## config.mk

```make
export PLATFORM = sky130hd
export DESIGN_NAME = cpu_press_gen_flat
export DESIGN_NICKNAME = d
export VERILOG_FILES = /design/src/rtl/cpu_press_gen_pkg.sv /design/src/rtl/cpu_press_gen_if.sv /design/src/rtl/cpu_press_gen_lfsr10.sv /design/src/rtl/cpu_press_gen.sv /design/src/flat_wrapper.sv
export SDC_FILE = /design/constraint.sdc
export NUM_CORES = 1
export LEC_CHECK = 0
export CORE_MARGIN = 1.5
export CORE_UTILIZATION = 25
export CTS_BUF_LIST = sky130_fd_sc_hd__clkbuf_8
export DETAILED_ROUTE_END_ITERATION = 8
export SKIP_LAST_GASP = 1
export SYNTH_ARGS = -nofsm -noshare
export SYNTH_HDL_FRONTEND = slang
export SYNTH_SLANG_ARGS = --single-unit
```

## constraint.sdc

```tcl
create_clock -name Clock -period 2.7 [get_ports Clock]
set_clock_uncertainty 0.1 [all_clocks]
set_input_delay 0.81 -clock Clock [delete_from_list [all_inputs] [get_ports Clock]]
set_output_delay 0.81 -clock Clock [all_outputs]
set_load 0.01 [all_outputs]
```

## src/rtl/cpu_press_gen_pkg.sv

```systemverilog
// Purpose: shared tug-of-war types and constants (FSM states, LFSR width/seed/taps).
// Latency: n/a (declarations only).
// Backpressure: n/a.
package tow_pkg;

  typedef enum logic [1:0] {
    IDLE    = 2'd0,
    PRESS   = 2'd1,
    RELEASE = 2'd2,
    HALT    = 2'd3
  } cpu_state_t;

  localparam int LFSR_W_DEF = 10;
  localparam logic [LFSR_W_DEF-1:0] LFSR_SEED = '0;

  // XNOR feedback taps; all-ones is the lock-up state and is never reached from seed 0
  localparam int LFSR_TAP_A = 9;
  localparam int LFSR_TAP_B = 6;

endpackage

```

## src/rtl/cpu_press_gen_if.sv

```systemverilog
// Purpose: bundles the computer-opponent tick/control inputs and press/debug outputs.
// Latency: n/a (wiring only). Optional press_count under CPU_PRESS_STATS_EN.
// Backpressure: none; press is a fire-and-forget pulse.
interface cpu_press_gen_if #(
  parameter int LFSR_W = 10
);
  logic              enable;
  logic [LFSR_W-1:0] difficulty;
  logic              gameOver;
  logic              restartGame;
  logic              press;
  logic [LFSR_W-1:0] lfsr_q;
`ifdef CPU_PRESS_STATS_EN
  logic [15:0]       press_count;

  modport master (output enable, difficulty, gameOver, restartGame,
                  input  press, lfsr_q, press_count);
  modport slave  (input  enable, difficulty, gameOver, restartGame,
                  output press, lfsr_q, press_count);
`else
  modport master (output enable, difficulty, gameOver, restartGame,
                  input  press, lfsr_q);
  modport slave  (input  enable, difficulty, gameOver, restartGame,
                  output press, lfsr_q);
`endif
endinterface

```

## src/rtl/cpu_press_gen_lfsr10.sv

```systemverilog
// Purpose: XNOR-form Fibonacci LFSR used as the game's pseudo-random source.
// Latency: new value one Clock after an enable cycle; synchronous active-low Reset to seed.
// Backpressure: none; holds its value whenever enable is low.
module lfsr10
  import tow_pkg::*;
#(
  parameter int W = LFSR_W_DEF
) (
  input  logic         Clock,
  input  logic         Reset,
  input  logic         enable,
  output logic [W-1:0] q
);

  // shift left, feeding back the XNOR of the two taps
  always_ff @(posedge Clock) begin
    if (!Reset) begin
      q <= W'(LFSR_SEED);
    end else if (enable) begin
      q <= {q[W-2:0], ~(q[LFSR_TAP_A] ^ q[LFSR_TAP_B])};
    end
  end

endmodule

```

## src/rtl/cpu_press_gen.sv

```systemverilog
// Purpose: computer opponent; on each game tick a random draw below difficulty emits one press, then a release holdoff.
// Latency: qualifying tick in cycle n gives press in n+1 only. Optional press_count under CPU_PRESS_STATS_EN.
// Backpressure: none; the light chain consumes press unconditionally.
module cpu_press_gen
  import tow_pkg::*;
#(
  parameter int LFSR_W  = LFSR_W_DEF,
  parameter int HOLDOFF = 2
) (
  input  logic            Clock,
  input  logic            Reset,
  cpu_press_gen_if.slave  bus
);

  localparam int CNT_W = $clog2(HOLDOFF + 1);

  cpu_state_t        state;
  cpu_state_t        state_d;
  logic [CNT_W-1:0]  cnt;
  logic [CNT_W-1:0]  cnt_d;
  logic [LFSR_W-1:0] lfsr_q;
  logic              lfsr_en;
  logic              press;

  // LFSR is frozen in HALT, but a restart tick lets it advance again
  assign lfsr_en = bus.enable & ((state != HALT) | bus.restartGame);

  lfsr10 #(.W(LFSR_W)) u_lfsr (
    .Clock  (Clock),
    .Reset  (Reset),
    .enable (lfsr_en),
    .q      (lfsr_q)
  );

  assign bus.lfsr_q = lfsr_q;

  // state and holdoff counter registers
  always_ff @(posedge Clock) begin
    if (!Reset) begin
      state <= IDLE;
      cnt   <= '0;
    end else begin
      state <= state_d;
      cnt   <= cnt_d;
    end
  end

  // next state: restart beats gameOver, gameOver beats normal play
  always_comb begin
    state_d = state;
    cnt_d   = cnt;
    if (bus.restartGame) begin
      state_d = IDLE;
      cnt_d   = '0;
    end else if (bus.gameOver) begin
      state_d = HALT;
    end else begin
      unique case (state)
        IDLE: begin
          if (bus.enable && (bus.difficulty > lfsr_q)) state_d = PRESS;
        end
        PRESS: begin
          state_d = RELEASE;
          cnt_d   = CNT_W'(HOLDOFF);
        end
        RELEASE: begin
          if (bus.enable) begin
            if (cnt == CNT_W'(1)) begin
              state_d = IDLE;
              cnt_d   = '0;
            end else begin
              cnt_d = cnt - CNT_W'(1);
            end
          end
        end
        HALT: state_d = HALT;
        default: state_d = IDLE;
      endcase
    end
  end

  // press is a pure decode of the state register, so it is glitch-free
  always_comb begin
    press = (state == PRESS);
  end

  assign bus.press = press;

`ifdef CPU_PRESS_STATS_EN
  logic [15:0] press_count;

  // saturating count of press cycles since reset or the last restart
  always_ff @(posedge Clock) begin
    if (!Reset || bus.restartGame) begin
      press_count <= '0;
    end else if (press && (press_count != 16'hFFFF)) begin
      press_count <= press_count + 16'd1;
    end
  end

  assign bus.press_count = press_count;
`endif

endmodule

```

## src/flat_wrapper.sv

```systemverilog
// flat-port wrapper written by rule: the top's interface ports become plain ports
module cpu_press_gen_flat import tow_pkg::*;
#(
  parameter int LFSR_W  = LFSR_W_DEF,
  parameter int HOLDOFF = 2
)
  (Clock, Reset, bus_enable, bus_difficulty, bus_gameOver, bus_restartGame, bus_press, bus_lfsr_q);
  cpu_press_gen_if #(.LFSR_W(LFSR_W)) bus_i ();
  input  logic Clock;
  input  logic Reset;
  input wire logic [$bits(bus_i.enable)-1:0] bus_enable;
  input wire logic [$bits(bus_i.difficulty)-1:0] bus_difficulty;
  input wire logic [$bits(bus_i.gameOver)-1:0] bus_gameOver;
  input wire logic [$bits(bus_i.restartGame)-1:0] bus_restartGame;
  output wire logic [$bits(bus_i.press)-1:0] bus_press;
  output wire logic [$bits(bus_i.lfsr_q)-1:0] bus_lfsr_q;
  assign bus_i.enable = bus_enable;
  assign bus_i.difficulty = bus_difficulty;
  assign bus_i.gameOver = bus_gameOver;
  assign bus_i.restartGame = bus_restartGame;
  assign bus_press = bus_i.press;
  assign bus_lfsr_q = bus_i.lfsr_q;
  cpu_press_gen #(.LFSR_W(LFSR_W), .HOLDOFF(HOLDOFF)) u_core (.Clock(Clock), .Reset(Reset), .bus(bus_i));
endmodule
```

Word level (Yosys, flattened, before mapping)
Index checks and enable logic that the tools add are counted.

Input bits: 15. Memories: 0. Register bits: 14. Bits in latches: 0. Output and inout port bits: 11. Logic and storage cells: 34. Memory bits (writable): 0. ROM bits: 0.

Multiply operators: 0. Equality and inequality tests: 9. $add $sub $neg: 1. Multiplexer cells: 8. Reductions and logical operators: 6. Shift operators: 0. Bitwise operators: 6. Div/mod/pow operators: 0. $lt $le $gt $ge: 1.

Operators by type and width (count): 2-bit two-way mux (6); 10-bit > comparator (1); 2-bit case mux with 4 select lines (1); 3-bit by 2-bit != test with 1-bit output (second input constant) (2); 3-bit AND reduction (2); 2-bit by 1-bit == test with 1-bit output (second input constant) (2); 2-bit == test (second input constant) (2); 2-bit != test (second input constant) (2); 2-bit case mux with 2 select lines (1); 3-bit != test (second input constant) (1); 1-bit inverter (3); 2-bit zero test (1); 2-bit nonzero test (1); 2-bit OR reduction (1); 2-bit by 1-bit subtractor with 2-bit output (second input constant) (1); 1-bit AND (1); 1-bit logical AND (1); 1-bit OR (1); 1-bit bitwise XOR (1).

Depth between registers and ports, before layout
Depth after elaboration: 5. Mapped depth: 7. Mapped depth without buffers: 7.

Hierarchy
A second synthesis with hierarchy kept.

Cell total of the unflattened synthesis: 108. Area, all modules: 949.7 sq um.

By module, submodules not included: cpu_press_gen (area an instance 563.0 sq um, cells an instance 74, seq. area each 80.1 sq um, instances 1); lfsr10 (area an instance 386.6 sq um, cells an instance 34, seq. area each 200.2 sq um, instances 1).

Least setup slack after synthesis
No wires, ideal clock.

Kind: input to register. Start: in bus_difficulty[5]. End: reg u_core.state[1]. Data required time: 2477 ps. Stages: 6. Slack: 543 ps. Arrival: 1935 ps. Cells stage by stage: ha_1 > a21oi_2 > o21ai_1 > a2111oi_2 > o21ai_2 > mux2i_1.

Word-level cells in the longest chain between the ends: 4.

RTL lines: from (decl) (line flat_wrapper.sv:12) `input wire logic [$bits(bus_i.difficulty)-1:0] bus_difficulty;`; 10-bit > comparator (line cpu_press_gen.sv:60) `if (bus.enable && (bus.difficulty > lfsr_q)) state_d = PRESS;`; 1-bit logical AND (line cpu_press_gen.sv:60); 3-bit by 2-bit != test with 1-bit output (no source line); 3-bit AND reduction (no source line); to (signal assigned) (line cpu_press_gen.sv:43) `state <= state_d;`; to (decl) (line cpu_press_gen.sv:17) `cpu_state_t state;`.

No other way between the ends. A chain may end at the register's enable or synchronous reset.

Final worst setup path
Same ends and word-level chain as after synthesis.

==> summary.md <==
| Metric | Value |
|---|---|
| Unrepaired setup endpoints after global routing | `no` |
| Cell count after synthesis | `approximately 120` |
| Crit end category | `register` |
| Post-synth net total | `about 150` |
| R2R depth | `7` |
| Nets | `176` |
| CP max stage cell | `clkdlybuf4s50_1` |
| Fin crit share | `91.35%` |
| Avg Inst Size Synth | `about 8 um2` |
| Final antenna-violating net count | `0` |
| Library cells used by synthesis | `22` |
| Clk pin slew, worst setup/hold paths | `around 0.060 ns` |
| Die W | `64.02 um` |
| Via count | `around 860` |
| Worst Hold End | `u_core.cnt[1]` |
| Max Fclk | `between 0.4 and 0.5 GHz` |
| Slew margin rel. | `between 70% and 80%` |
| FF+latch area | `~280 um2` |
| Synth-to-Final Area Change | `39.65%` |
| Post-CTS sizing | `0` |
| Synthesized cell area | `~930 um2` |
| Post-synthesis register bit count | `14` |
| Hold Path Class | `reg2reg` |
| Startpoint Class | `input pin` |
| Cts hold-fix bufs | `0` |
| Worst slew pin tran | `between 0.4 and 0.5 ns` |
| Die H | `64.02 um` |
| Setup slack after placement | `-0.06280 ns` |
| Drt pass-1 iters | `4` |
| Endpoints failing hold | `0` |
| Switching part of the total | `between 20% and 30%` |
| Hold Crit Depth | `2` |
| WS Path Type | `in2reg` |
| CTS tree | `yes` |
| Largest net degree at the start of global routing | `12` |
| DIE AREA | `approximately 4100 um2` |
| Pwr dens | `roughly 400 nW/um2` |
| Clock Latency Late Sink | `between 0.2 and 0.3 ns` |
| Worst EP arrival | `around 2.6 ns` |
| Number of fill cells in the layout | `369` |
| Worst Setup SP | `bus_difficulty[5]` |
| Required @ worst endpoint | `2.78 ns` |
| Status | `completed` |
| Crit path time final | `~2.5 ns` |
| Crit Path Max Fanout | `3` |
| Layout cell share with drive strength beyond 1 | `a little under 7%` |
| Worst-path cell chain | `clkdlybuf4s50_1 > ha_1 > nand4_1 > a211oi_1 > a2111oi_2 > o21ai_2 > mux2i_1` |
| Max Root-Sink Buffers | `2` |
| Max IR drop VDD | `approximately 0.18 mV` |
| Root Buffer | `clkbuf_8` |
| Ant diodes | `0` |
| Via density | `about 4.5` |
| Ranking of synthesized cells by area | `dfxtp_1, ha_1, inv_1, and2_1, nand2_1` |
| IO Port Bufs | `25` |
| CP max stage delay | `0.40 ns` |
| GRT overflow | `0` |
| FF-to-FF Start | `u_core.u_lfsr.q[5]` |
| Final setup margin | `0.2336 ns` |
| Row count | `21` |
| Max Transition Viols Final | `0` |
| H-tree depth | `1` |
| IO Pins | `26` |
| Int Pwr | `~0.00039 W` |
| Leakage | `around 0.53 nW` |
| HP Start | `u_core.cnt[1]` |
| Number of global-route vias before repair | `896` |
| FF-to-FF setup slack | `about 0.77 ns` |
| Final wirelength | `2100 um` |
| Area leader, netlist | `dfxtp_1` |
| DRT iter0 DRCs | `29` |
| All-Layer GR Usage | `roughly 12%` |
| Post-CTS setup buffers | `0` |
| Clk sinks | `14` |
| Flop pwr share | `between 40% and 50%` |
| DRC viols | `0` |
| First-pass GRT wire length | `approximately 3700 um` |
| Placer Congestion | `~0.73` |
| Multi-input gate area | `574.3 um2` |
| Final Setup Violations | `0` |
| HPWL Detailed | `roughly 1700 um` |
| Starting Density | `a little over a quarter` |
| Clock share of power | `40.1%` |
| Initial antenna violation count | `0` |
| Max cap viols | `0` |
| Core Area | `3442 um2` |
| P_sw | `0.0001253 W` |
| Wire length per cell | `~11 um` |
| FF-to-FF End | `u_core.state[1]` |
| Seq/Total Area, Yosys | `a little under a third` |
| Hold WS | `a little over 0.4 ns` |
| Post-synth top area share | `a little under a third` |
| Syn. warnings | `0` |
| Part of the power in combinational logic | `17.9%` |
| Num CTS Buffers | `3` |
[power groups by stage]
stage	registers, W	logic [W]	clock network [W]
2_1_floorplan	0.000221	0.0000497	0
3_3_place_gp	0.000221	0.0000900	0
3_5_place_dp	0.000221	0.0000935	0
4_1_cts	0.000217	0.0000940	0.000213
5_1_grt	0.000217	0.000105	0.000222
6_report	0.000216	0.0000924	0.000207
[metrics by stage]
step / setup TNS, ns / util, % / total power [W] / std cells / cell area (um2)
after global placement: -0.01836 / 36.17 / 0.0003109 / 187 / 1245
after global routing: 0 / 37.77 / 0.0005448 / 191 / 1300
final: 0 / 37.77 / 0.0005161 / 191 / 1300
after floorplan: 0 / - / 0.0002708 / 116 / 930.9
after detailed placement: -0.1102 / 36.17 / 0.0003146 / 187 / 1245
after CTS: 0 / 37.77 / 0.0005232 / 191 / 1300
[layout by cell type (no fill, tap or decap), types with 4 or more instances in the layout]
cell             Yosys  layout
ha_1                15      15
mux2i_1              4       4
nand2_1             15      15
o21ai_0             11      11
clkbuf_8             0       4
nand2b_1             4       4
dfxtp_1             14      14
clkdlybuf4s50_1      0      25
and2_1               9       9
inv_1               18      18
nor2_1               7       7
[Yosys cell counts]
master / instances
inv_1: 18
ha_1: 15
nand2_1: 15
dfxtp_1: 14
o21ai_0: 11
and2_1: 9
nor2_1: 7
mux2i_1: 4
nand2b_1: 4
a21oi_1: 3
a211oi_1: 2
nand4_1: 2
nor2b_1: 2
o21ai_2: 2
a2111oi_2: 1
a21oi_2: 1
a311oi_1: 1
buf_2: 1
clkbuf_1: 1
o21ai_1: 1
o311ai_1: 1
xor2_1: 1
[sequential cells by signal (all words and copies together), names as in the netlist]
register         count
u_core.cnt           2
u_core.u_lfsr.q     10
u_core.state         2
[worst max-delay path: cells and delay by family]
kind	cells	cell delay, ns
mux	1	0.21
buf+inv	1	0.40
compound gates	3	0.64
fa+ha+maj	1	0.33
simple gates	1	0.16
[layout make-up]
type	instances	share of cell area, %
flip-flops and latches	14	21.56
multi-input cells	82	44.18
well taps	46	4.427
clock buffers	4	4.235
repair buffers	27	20.40
inverters	18	5.197
[cell families (layout without fill, tap and decap cells)]
kind of cell             count (synthesis)  in the layout  synth area share [%]
flip-flops                              14             14                 30.11
AND/OR/NAND/NOR                         39             39                 20.29
adder cells (fa/ha/maj)                 15             15                 20.16
XOR/XNOR                                 1              1                0.9410
multiplexers                             4              4                 4.301
buffers and inverters                   20             49                 8.198
AO/OA/AOI/OAI                           23             23                 15.99
[routing by layer]
layer	GRT usage (%)	up-vias	part of all wire [%]
li1	-	437	-
met1	12.04	399	42
met2	22.01	18	52
met3	4.049	2	5.3
met4	2.446	0	0.48
met5	0	-	0
[how the worst max path moves through the flow]
stage	cells past startpoint	to
2_1_floorplan	6	u_core.state[1]
3_3_place_gp	7	u_core.state[0]
3_5_place_dp	7	u_core.state[1]
4_1_cts	7	u_core.state[1]
5_1_grt	7	u_core.state[1]
6_report	7	u_core.state[1]
No activity file was read; power rests on OpenSTA's default activity.
